## config.mk

```make
export PLATFORM = sky130hd
export DESIGN_NAME = vector_dac_arbiter
export DESIGN_NICKNAME = d
export VERILOG_FILES = /design/src/rtl/vector_pkg.sv /design/src/rtl/vector_dac_arbiter_rr_select.sv /design/src/rtl/vector_dac_arbiter.sv
export SDC_FILE = /design/constraint.sdc
export NUM_CORES = 1
export LEC_CHECK = 0
export CORE_ASPECT_RATIO = 1.1
export CORE_MARGIN = 2
export CORE_UTILIZATION = 45
export DETAILED_ROUTE_END_ITERATION = 6
export PLACE_DENSITY = 0.79
export REMOVE_ABC_BUFFERS = 1
export SYNTH_ARGS = -nofsm -noshare
export SYNTH_HDL_FRONTEND = slang
export SYNTH_HIERARCHICAL = 1
export SYNTH_SLANG_ARGS = --single-unit
```

## constraint.sdc

```tcl
create_clock -name clk -period 2.9 [get_ports clk]
set_input_delay 0.58 -clock clk [delete_from_list [all_inputs] [get_ports clk]]
set_output_delay 0.58 -clock clk [all_outputs]
set_load 0.005 [all_outputs]
```

## src/rtl/vector_pkg.sv

```systemverilog
// -----------------------------------------------------------------------------
// vector_pkg
// Shared types and constants for the vector DAC arbiter slice.
//   point_t      : one vector point (X, Y, end-of-object flag)
//   arb_state_t  : arbiter FSM states (ARB, STREAM, HOLD)
//   DAC_W        : DAC code width
//   PARK_*_DEF   : default beam park position (screen centre)
//   cnt_width()  : width needed for the dwell/stall counters
// -----------------------------------------------------------------------------
package vector_pkg;

    localparam int DAC_W = 8;

    localparam logic [DAC_W-1:0] PARK_X_DEF = 8'd128;
    localparam logic [DAC_W-1:0] PARK_Y_DEF = 8'd128;

    typedef struct packed {
        logic [DAC_W-1:0] x;
        logic [DAC_W-1:0] y;
        logic             last;
    } point_t;

    typedef enum logic [1:0] {
        ARB    = 2'd0,
        STREAM = 2'd1,
        HOLD   = 2'd2
    } arb_state_t;

    // One counter width serves both the dwell and the stall counters, so it is
    // sized for the larger of the two terminal counts.
    function automatic int cnt_width(input int dwell, input int timeout);
        int m;
        m = (dwell > timeout) ? dwell : timeout;
        return (m > 1) ? $clog2(m) : 1;
    endfunction

endpackage

```

## src/rtl/vector_dac_arbiter_rr_select.sv

```systemverilog
// -----------------------------------------------------------------------------
// rr_select
// Combinational cyclic priority picker: the first asserted request at or after
// the start pointer wins, wrapping from N-1 back to 0.
//   i_req     : request vector
//   i_start   : index searched first
//   o_onehot  : one-hot winner (zero when no request)
//   o_idx     : binary index of the winner (zero when no request)
//   o_any     : at least one request asserted
// -----------------------------------------------------------------------------
module rr_select #(
    parameter int N     = 4,
    parameter int IDX_W = 2
) (
    input  logic [N-1:0]     i_req,
    input  logic [IDX_W-1:0] i_start,
    output logic [N-1:0]     o_onehot,
    output logic [IDX_W-1:0] o_idx,
    output logic             o_any
);

    // Walk the requesters cyclically from i_start; the first hit latches o_any
    // so later candidates can no longer win.
    always_comb begin
        int                 w_sum;
        logic [IDX_W-1:0]   w_cand;
        logic               w_hit;
        o_onehot = {N{1'b0}};
        o_idx    = {IDX_W{1'b0}};
        o_any    = 1'b0;
        w_sum    = 0;
        w_cand   = {IDX_W{1'b0}};
        w_hit    = 1'b0;
        for (int k = 0; k < N; k++) begin
            w_sum            = int'(i_start) + k;
            w_sum            = (w_sum >= N) ? (w_sum - N) : w_sum;
            w_cand           = IDX_W'(w_sum);
            w_hit            = !o_any && i_req[w_cand];
            o_onehot[w_cand] = o_onehot[w_cand] | w_hit;
            o_idx            = w_hit ? w_cand : o_idx;
            o_any            = o_any | w_hit;
        end
    end

endmodule

```

## src/rtl/vector_dac_arbiter.sv

```systemverilog
// -----------------------------------------------------------------------------
// vector_dac_arbiter
// Shares one X/Y DAC pair between NREQ vector-point sources. Sources are
// granted round-robin per object; the owner streams points until one carries
// 'last' or it stalls for TIMEOUT cycles. Each accepted point is held on the
// DAC for DWELL cycles before the next one can be taken.
//   clk, rst      : pixel clock, asynchronous active-high reset
//   req_x/req_y   : packed per-requester coordinates (requester i at [8i+7:8i])
//   req_valid     : point offered by requester i
//   req_last      : offered point ends requester i's object
//   req_ready     : point accepted this cycle when valid & ready
//   xch/ych       : registered DAC codes
//   grant         : one-hot current owner, zero when none
//   timeout_err   : one-cycle pulse when a grant is revoked by stalling
// -----------------------------------------------------------------------------
module vector_dac_arbiter
    import vector_pkg::*;
#(
    parameter int               NREQ    = 4,
    parameter int               DWELL   = 16,
    parameter int               TIMEOUT = 1024,
    parameter logic [DAC_W-1:0] PARK_X  = PARK_X_DEF,
    parameter logic [DAC_W-1:0] PARK_Y  = PARK_Y_DEF
) (
    input  logic                  clk,
    input  logic                  rst,
    input  logic [NREQ*DAC_W-1:0] req_x,
    input  logic [NREQ*DAC_W-1:0] req_y,
    input  logic [NREQ-1:0]       req_valid,
    input  logic [NREQ-1:0]       req_last,
    output logic [NREQ-1:0]       req_ready,
    output logic [DAC_W-1:0]      xch,
    output logic [DAC_W-1:0]      ych,
    output logic [NREQ-1:0]       grant,
    output logic                  timeout_err
);

    localparam int               IDX_W     = $clog2(NREQ);
    localparam int               CNT_W     = cnt_width(DWELL, TIMEOUT);
    localparam logic [CNT_W-1:0] DWELL_LD  = CNT_W'(DWELL - 1);
    localparam logic [CNT_W-1:0] STALL_LIM = CNT_W'(TIMEOUT - 1);
    localparam logic [IDX_W-1:0] LAST_IDX  = IDX_W'(NREQ - 1);

    arb_state_t         r_state,  w_state_n;
    logic [NREQ-1:0]    r_grant,  w_grant_n;
    logic [IDX_W-1:0]   r_gidx,   w_gidx_n;
    logic [IDX_W-1:0]   r_rr,     w_rr_n;
    point_t             r_pt,     w_pt_n;
    logic [CNT_W-1:0]   r_dwell,  w_dwell_n;
    logic [CNT_W-1:0]   r_stall,  w_stall_n;
    logic               r_terr,   w_terr_n;

    logic [NREQ-1:0]    w_pick;
    logic [IDX_W-1:0]   w_pick_idx;
    logic               w_any;
    logic [DAC_W-1:0]   w_sel_x;
    logic [DAC_W-1:0]   w_sel_y;
    logic               w_sel_valid;
    logic               w_sel_last;
    logic [IDX_W-1:0]   w_next_rr;

    rr_select #(
        .N     (NREQ),
        .IDX_W (IDX_W)
    ) u_rr_select (
        .i_req    (req_valid),
        .i_start  (r_rr),
        .o_onehot (w_pick),
        .o_idx    (w_pick_idx),
        .o_any    (w_any)
    );

    // Ready depends only on state and grant so a source can never see its own
    // valid loop back into ready.
    assign req_ready   = (r_state == STREAM) ? r_grant : {NREQ{1'b0}};
    assign xch         = r_pt.x;
    assign ych         = r_pt.y;
    assign grant       = r_grant;
    assign timeout_err = r_terr;

    // The pointer after a release always moves past the owner that just left.
    assign w_next_rr = (r_gidx == LAST_IDX) ? {IDX_W{1'b0}} : (r_gidx + IDX_W'(1'b1));

    // Route the granted requester's offer onto a single lane.
    always_comb begin
        w_sel_x     = {DAC_W{1'b0}};
        w_sel_y     = {DAC_W{1'b0}};
        w_sel_valid = 1'b0;
        w_sel_last  = 1'b0;
        for (int i = 0; i < NREQ; i++) begin
            w_sel_x     = (r_gidx == IDX_W'(i)) ? req_x[i*DAC_W +: DAC_W] : w_sel_x;
            w_sel_y     = (r_gidx == IDX_W'(i)) ? req_y[i*DAC_W +: DAC_W] : w_sel_y;
            w_sel_valid = (r_gidx == IDX_W'(i)) ? req_valid[i]            : w_sel_valid;
            w_sel_last  = (r_gidx == IDX_W'(i)) ? req_last[i]             : w_sel_last;
        end
    end

    // Next-state, counter and output-register logic of the arbiter FSM.
    always_comb begin
        w_state_n = r_state;
        w_grant_n = r_grant;
        w_gidx_n  = r_gidx;
        w_rr_n    = r_rr;
        w_pt_n    = r_pt;
        w_dwell_n = r_dwell;
        w_stall_n = r_stall;
        w_terr_n  = 1'b0;
        case (r_state)
            ARB: begin
                if (w_any) begin
                    w_grant_n = w_pick;
                    w_gidx_n  = w_pick_idx;
                    w_stall_n = {CNT_W{1'b0}};
                    w_state_n = STREAM;
                end else begin
                    w_pt_n = {PARK_X, PARK_Y, 1'b0};
                end
            end
            STREAM: begin
                if (w_sel_valid) begin
                    w_pt_n    = {w_sel_x, w_sel_y, w_sel_last};
                    w_dwell_n = DWELL_LD;
                    w_stall_n = {CNT_W{1'b0}};
                    w_state_n = HOLD;
                end else if (r_stall == STALL_LIM) begin
                    // Stalled owner loses the DAC; the last point stays visible
                    // until the following ARB cycle parks it.
                    w_terr_n  = 1'b1;
                    w_grant_n = {NREQ{1'b0}};
                    w_rr_n    = w_next_rr;
                    w_stall_n = {CNT_W{1'b0}};
                    w_state_n = ARB;
                end else begin
                    w_stall_n = r_stall + CNT_W'(1'b1);
                end
            end
            HOLD: begin
                if (r_dwell == {CNT_W{1'b0}}) begin
                    if (r_pt.last) begin
                        w_grant_n = {NREQ{1'b0}};
                        w_rr_n    = w_next_rr;
                        w_state_n = ARB;
                    end else begin
                        w_state_n = STREAM;
                    end
                end else begin
                    w_dwell_n = r_dwell - CNT_W'(1'b1);
                end
            end
            default: begin
                w_grant_n = {NREQ{1'b0}};
                w_state_n = ARB;
            end
        endcase
    end

    // State and output registers; reset parks the beam immediately.
    always_ff @(posedge clk or posedge rst) begin
        if (rst) begin
            r_state <= ARB;
            r_grant <= {NREQ{1'b0}};
            r_gidx  <= {IDX_W{1'b0}};
            r_rr    <= {IDX_W{1'b0}};
            r_pt    <= {PARK_X, PARK_Y, 1'b0};
            r_dwell <= {CNT_W{1'b0}};
            r_stall <= {CNT_W{1'b0}};
            r_terr  <= 1'b0;
        end else begin
            r_state <= w_state_n;
            r_grant <= w_grant_n;
            r_gidx  <= w_gidx_n;
            r_rr    <= w_rr_n;
            r_pt    <= w_pt_n;
            r_dwell <= w_dwell_n;
            r_stall <= w_stall_n;
            r_terr  <= w_terr_n;
        end
    end

endmodule

```

==> impl_metrics.ini <==
[outcome]
outcome = completed

[min_path]
holdPathEnd = xch[7]
min_path_type = register to register
hold_depth = 2
hp-start = xch[7]

[sta]
worst_slack_ns = 0.07365
holdWs_ns = 0.4655
finalHoldViolCount = 0
fin_crit_sh_pct = 97.46
finalMaxSlewViolations = 0
tightest_slew_ns = 1.305
finalSetupTns_ns = 0
slew_headroom_pct = 12.85
skew_ns = 0.004859
max_freq_mhz = 353.8
grt_setup_unrepaired = true
setup_viol = 0
min_period_ns = 2.826

[layout]
final_common_cell = clkdlybuf4s50_1
diodes = 0
num-nets-final = 613
area.growth.synth_to_final_pct = 38.38
drive_gt1_share_pct = 19.77
multi_input_comb_area_mm2 = 0.002278
seqCellArea_mm2 = 0.001205
fillers = 669
final_area_mm2 = 0.005187
final_cells = 634
layout_common_cells = 94 x clkdlybuf4s50_1, 45 x dfrtp_1, 43 x buf_4
post-route-util_pct = 64.86

[critical_path]
cp_max_fo = 5
cp.arrival_ns = 3.01
r2r_slack_ns = 0.07
critPathKind = register to register
rr_startpoint = r_rr[0]
r2r-end = grant[2]
required_ns = 3.08
endpoint_kind = register
reg2reg_depth = 11
start_kind = register

[detailed_routing]
totalWireLength_um = 10560
first_iter_violations = 167
num_vias = 3601
vias_per_cell = 5.680
ant_nets = 0
drc = 0
wl_per_cell_um = 16.66
detail_route.first_pass.iterations = 4

[grt]
antenna_found_initial = 0
gr-total-overflow = 0
grtUsageTotal_pct = 21.99
grt_pass1_vias = 3468
grt_max_degree = 49
grt_pass1_wl_um = 16510

[cts]
postCtsHoldBufs = 0
cts_root_buf = clkbuf_8
cts.clk_slew.worst_paths_ns = 0.09
numClockSinks = 48
cts_made_buffers = 5
clock_path_buffers = 2
clk-insertion-delay-late_ns = 0.30
cts-htree-levels = 2
cts_tree = yes

[synthesis]
synth_warnings = 6
avgSynthCellArea_um2 = 9.033
syn_area_mm2 = 0.003749
ys_seq_area_share_pct = 32.11
synth_seq_cells = 48
async_reset_ff_share_pct = 100.0
synthDistinctLibCells = 65
synth_edf_count = 0
synthFlopType = dfrtp_1
netlist_instances = 415

[pwr]
power.total_mw = 5.401
powerDensity_mw_per_mm2 = 1041
ir_worst_vdd_uv = 417.3
p_leak_nw = 2.143

[floorplan]
ios = 99
start_util_pct = 46.87
dieArea_mm2 = 0.009077
core.rowCount = 34
dieWidth_um = 91.02
die_h_um = 99.73
core_mm2 = 0.007998

[placement]
gp_congestion = 0.8496
placed_cells = 616
preCtsSetupSlack_ns = -0.2864
port_buffers = 98
dp_hpwl_um = 7560
dpl_cell_area_mm2 = 0.004927

[flow_run]
cap_viol_max_count = 0
==> synthesized netlist by cell type, types with 6 or more instances <==
| master | instances | share of area [%] |
|---|---|---|
| mux2i_1 | 7 | 1.9 |
| ha_1 | 14 | 4.7 |
| nand2_1 | 26 | 2.6 |
| nand3_1 | 11 | 1.5 |
| nor3_1 | 23 | 3.1 |
| buf_4 | 18 | 3.6 |
| mux2_2 | 8 | 2.4 |
| nor2_1 | 16 | 1.6 |
| o2bb2ai_1 | 15 | 3.5 |
| a221oi_1 | 17 | 4.0 |
| dfrtp_1 | 46 | 31 |
| buf_2 | 6 | 0.80 |
| a21oi_1 | 32 | 4.3 |
| inv_1 | 19 | 1.9 |
| clkbuf_1 | 16 | 1.6 |
| o21ai_0 | 23 | 3.1 |
| nor2b_1 | 22 | 3.7 |
==> registers in the layout, indices dropped and copies added (netlist names) <==
name and flops:
grant 4, r_dwell 10, r_gidx 2, r_pt 1
r_rr 2, r_stall 10, r_state 2, timeout_err 1
xch 8, ych 8
==> worst max path at each step <==
| stage | startpoint | endpoint | cells after the start |
|---|---|---|---|
| final | r_rr[0] | grant[2] | 11 |
| after global routing | r_rr[0] | grant[3] | 11 |
| after CTS | r_rr[0] | grant[2] | 11 |
| after detailed placement | req_valid[0] | grant[2] | 10 |
| after global placement | req_valid[0] | grant[2] | 10 |
| after floorplan | r_rr[0] | r_stall[9] | 10 |
==> power by group <==
| part | switching [mW] | internal (mW) |
|---|---|---|
| sequential | 0.135 | 0.859 |
| combinational | 1.97 | 1.96 |
| clock | 0.226 | 0.256 |
==> worst max-delay path: stages (launching register included) <==
cell and delay, ns:
dfrtp_2 0.42, inv_2 0.08, ha_4 0.27, mux4_2 0.49, mux2_4 0.32, a221oi_4 0.34
nor4b_2 0.09, nor4_1 0.23, o21a_2 0.21, mux2i_1 0.08, nand3_1 0.09, o211ai_1 0.08
==> layout make-up <==
type | instances | area share (%)
repair buffers | 145 | 26.80
inverters | 19 | 1.375
well taps | 108 | 2.605
clock buffers | 6 | 1.399
multi-input cells | 306 | 43.92
clock inverters | 2 | 0.6753
flip-flops and latches | 48 | 23.23
==> layer usage <==
metal  share of wire [%]  track usage [%]  vias up
li1                    -                -     1767
met1                  41            27.17     1693
met2                  51            39.77      127
met3                 6.4            5.000       14
met4                0.80            3.846        0
met5                   0                0        -
==> cells by family (layout without fill, tap and decap cells) <==
kind of cell             after synthesis  after routing  share of synthesized area [%]
buffers and inverters                 61            172                          8.311
AND/OR/NAND/NOR                      133            133                          19.76
adder cells (fa/ha/maj)               14             14                          4.673
AO/OA/AOI/OAI                        134            134                          26.20
multiplexers                          23             23                          8.478
flip-flops                            48             48                          32.11
XOR/XNOR                               2              2                         0.4674
==> what timing repair did <==
action / CTS / global route
cloned: 0 / 1
resized for setup: 2 / 14
hold endpoints to repair: 0 / 0
setup buffers: 0 / 9
pin swaps: 0 / 5
endpoints found under the setup margin: 4 / 5
Note: power is estimated with default switching activity, not from simulation.
==> variant 1, RTL diff (same settings) <==
Put one more register stage on the output `timeout_err`, cleared by the reset. The value now appears one clock later. The other outputs are not delayed to match. Comments in the files are not updated.
--- a/src/rtl/vector_dac_arbiter.sv
+++ b/src/rtl/vector_dac_arbiter.sv
@@ -78,3 +78,9 @@
     assign grant       = r_grant;
-    assign timeout_err = r_terr;
+    always_ff @(posedge clk or posedge rst) begin
+        if (rst) begin
+            timeout_err <= '0;
+        end else begin
+            timeout_err <= r_terr;
+        end
+    end
 
Behaviour: no difference found for any inputs over 10 cycles, from zero or initial values and one cycle with rst high; that may be too few to reach the edited logic, so the function may still have changed.
==> variant 1 against the original RTL <==
The flow now finishes with violations (setup timing); cell area increased by 3.9%; wire length increased by 0.64%; area after synthesis increased by 5.2%; setup slack got worse by 0.14 ns; utilization decreased by 1.1 points; combinational power increased by 1%; sequential cell count increased by 1; synthesized cell count increased by 13%; non-clock buffer count increased by 2; power increased by 0.76%; highest routed layer unchanged.
==> variant 1: results (changes against the original RTL) <==
Power and ir drop
  – Flop+latch power: 0.000974 W (-2.0%)
  – Pleak: 2.22 nW (+3.5%)
  – Power Combinational: 0.00396 W (+1%)
  – VDD IR max: 0.000931 V (+120%)
  – Internal Pwr Total: 0.00305 W (-0.79%)

Drt
  – Initial DRC Count: 205 (+23%)
  – Wirelength per Cell: 15.5 um (-7.1%)

STA
  – Setup-failing EPs final: 3 (+3)
  – Worst Slack Setup Final: -0.0623 ns (-0.136 ns)
  – Worst-margin pin slew: 0.721 ns (-0.584 ns)
  – Accumulated negative setup slack: -0.142 ns (-0.142 ns)

Final layout
  – Signal buf overhead: 0.261 (-0.00735)
  – Seq. cell area: 1230 um^2 (+2.0%)
  – Final-stage net count: 663 (+8.2%)
  – Area of the multi-input gates: 2420 um^2 (+6.4%)
  – Layout clock buffers: 7 (+1)
  – Layout cells sized above 1: 0.160 (-0.0380)
  – Comb_multi_in: 351 (+15%)
  – Bufs w/o clock: 147 (+1.4%)
  – Post-Layout Cell Count: 687 (+8.4%)

Logic synthesis
  – Post-synthesis sequential area ratio: 0.312 (-0.00945)
  – Dominant cells by area after synthesis: dfrtp_1 30%, a21oi_1 5.7%, a22o_1 5.1%, nand2_1 4.8%, o21ai_0 4.7%
  – Adder-cell share of the synthesized area: 0.0444 (-0.00230)
  – Post-synthesis compound-gate area fraction: 0.268 (+0.00615)
  – Top cells by count, synth: 50 x nand2_1, 47 x dfrtp_1, 45 x a21oi_1
  – Multiplexer share of the synthesized area: 0.0733 (-0.0115)
  – XOR/XNOR Fraction of Synth Area: 0 (-0.00467)
  – Post-synthesis cell type count: 56 (-14%)

Placement
  – Final Wtd Congestion: 0.949 (+12%)
  – Placed instance count: 677 (+9.9%)

Outcome
  – Outcome: finished, violations left
  – Failing checks: setup timing

GRT
  – First-pass GRT wire length: 17,900 um (+8.2%)
  – Largest net degree at the start of global routing: 35 (-29%)
  – Number of global-route vias before repair: 3,946 (+14%)

CTS
  – # resized after CTS: 11 (+9)
variant 1: cell types whose count changed after synthesis, sizes merged, moves of 6 or more:
cell     delta
nand2      +24
a221oi     -16
o21ai      +14
nor2b      -11
o2bb2ai    -13
a21oi      +12
nor3       -16
a22o       +22
nor2        +6
clkbuf      +6
nand3b     +14
variant 1: worst paths after layout:
path                              start           to  slack [ns]  cells past startpoint
worst min-delay path             r_terr  timeout_err        0.35                      0
worst min register to register   r_terr  timeout_err        0.35                      0
max in group asynchronous           rst       xch[7]        1.68                      3
worst max register to register  r_rr[0]     grant[3]       -0.06                     13
min in group asynchronous           rst       xch[0]        0.64                      2
worst max-delay path            r_rr[0]     grant[3]       -0.06                     13
variant 1: routing by layer:
metal	GRT usage	share of wire	wire length [um]	vias up
met2	0.416	0.49	5170	117
met1	0.282	0.45	4760	1902
met3	0.0288	0.044	469	17
met5	0	0	0	-
li1	-	-	-	1920
met4	0.0769	0.022	236	0
==> variant 2, RTL diff (same flow settings) <==
Without the edit above. Change the parameter `TIMEOUT` from 1024 to 512.
--- a/src/rtl/vector_dac_arbiter.sv
+++ b/src/rtl/vector_dac_arbiter.sv
@@ -20,3 +20,3 @@
     parameter int               DWELL   = 16,
-    parameter int               TIMEOUT = 1024,
+    parameter int               TIMEOUT = 512,
     parameter logic [DAC_W-1:0] PARK_X  = PARK_X_DEF,
Function: no difference found for any inputs over 10 cycles, from zero or initial values and one cycle with rst high; that may be too few to reach the edited logic, so the function may still have changed.
==> variant 2 against the original RTL <==
Power shrank 6.5%; sequential cell count down 2; sequential power fell by 0.4%; clock skew grew 0.0054 ns; count of clock-buffer cells in the layout down 1; cell area down 4.9%; synthesized cell count grew 7.5%; combinational power fell by 8.9%; via count down 0.36%; setup slack worse by 0.070 ns; wire length is 10% lower; area after synthesis down 3.5%; die area is 3.3% lower; largest cell class unchanged.
==> variant 2: results (changes against the original RTL) <==
Logic synthesis
  – Top cells by count, synth: 75 x a21oi_1, 44 x dfrtp_1, 38 x nand2_1
  – Adder-cell share of the synthesized area: 0.0519 (+0.00514)
  – Multiplexer share of the synthesized area: 0.0740 (-0.0108)
  – Dominant cells by area after synthesis: dfrtp_1 30%, a21oi_1 10%, ha_1 5.2%, o21ai_0 5.0%, nand2_1 3.9%
  – Post-synthesis compound-gate area fraction: 0.291 (+0.0288)
  – Post-synthesis cell type count: 52 (-20%)
  – Post-synthesis sequential area ratio: 0.319 (-0.00228)

Setup path
  – WP depth: 9 (-2)
  – Reg-to-reg slack, setup: 0.03 ns (-0.04 ns)
  – Reg-to-reg endpoint: grant[3]
  – Reg2Reg Depth: 10 (-1)
  – Crit path from: req_valid[2]

STA
  – Worst-margin pin slew: 0.705 ns (-0.600 ns)
  – Clock skew: 0.0103 ns (+0.00542 ns)

Final layout
  – Post-Layout Cell Count: 649 (+2.4%)
  – Filler cells: 654 (-2.2%)
  – Layout cells sized above 1: 0.150 (-0.0480)

Placement
  – Hpwl dp: 7200 um (-4.7%)
  – Final Wtd Congestion: 0.924 (+8.7%)

Outcome
  – Outcome: complete, no violations

GRT
  – First-pass GRT wire length: 16,000 um (-3.4%)
  – Largest net degree at the start of global routing: 36 (-27%)
  – Number of global-route vias before repair: 3,659 (+5.5%)

Power and ir drop
  – Logic pwr share: 0.708 (-0.019)
  – Internal Pwr Total: 0.00282 W (-8.1%)
  – Clock power frac: 0.096 (+0.007)
  – VDD IR max: 0.000394 V (-5.6%)
  – Pleak: 2.07 nW (-3.6%)

Drt
  – Initial DRC Count: 256 (+53%)
  – Avg Vias per Cell: 5.53 (-2.7%)

CTS
  – # resized after CTS: 1 (-1)

Worst hold path
  – Min-Delay Startpoint: r_stall[8]
  – Hold worst-path end: r_stall[8]
==> variant 2: changes by cell type after synthesis, sizes merged, moves of 12 or more <==
cell     change
a221oi      -16
nor2b       -16
inv         +15
nand2       +13
nor3        -12
o2bb2ai     -15
a22oi       +14
o21ai       +12
a21oi       +42
==> variant 2: routing by layer <==
layer / track usage / vias to the layer above / wire [um]
li1: - / 1767 / -
met1: 0.272 / 1708 / 3930
met2: 0.391 / 103 / 4930
met3: 0.0440 / 10 / 491
met4: 0.0574 / 0 / 113
met5: 0 / - / 0
==> variant 2: cell families (layout without fill, tap and decap cells) <==
kind of cell	count (synthesis)	count (layout)
buf+inv	82	177
simple gates	114	114
flops	46	46
fa+ha+maj	15	15
compound gates	170	170
mux	19	19
==> variant 2: metrics by stage <==
step,setup slack [ns],area [um^2],hold slack [ns]
after floorplan,-0.508,3360,0.450
after global placement,-0.194,4750,0.463
after CTS,0.0244,4880,0.510
after global routing,-0.0993,4930,0.537
after detailed placement,-0.279,4750,0.484
final,0.00316,4930,0.509
==> variant 2: final cells by class <==
| cell class | instances | area (um^2) | share of cell area |
|---|---|---|---|
| repair buffers | 135 | 1280 | 0.260 |
| clock buffers | 5 | 68.8 | 0.0140 |
| inverters | 34 | 128 | 0.0259 |
| well taps | 108 | 135 | 0.0274 |
| multi-input cells | 318 | 2120 | 0.430 |
| clock inverters | 3 | 45.0 | 0.00913 |
| flip-flops and latches | 46 | 1150 | 0.234 |
==> variant 2: worst register-to-register path, stage by stage, from the launching register on <==
cell	delay, ns
dfrtp_1	0.40
inv_2	0.08
ha_4	0.28
mux4_2	0.49
mux2_4	0.32
a221oi_4	0.33
nor4b_1	0.10
nor4_1	0.23
o21a_2	0.23
mux2i_1	0.09
a32o_1	0.22
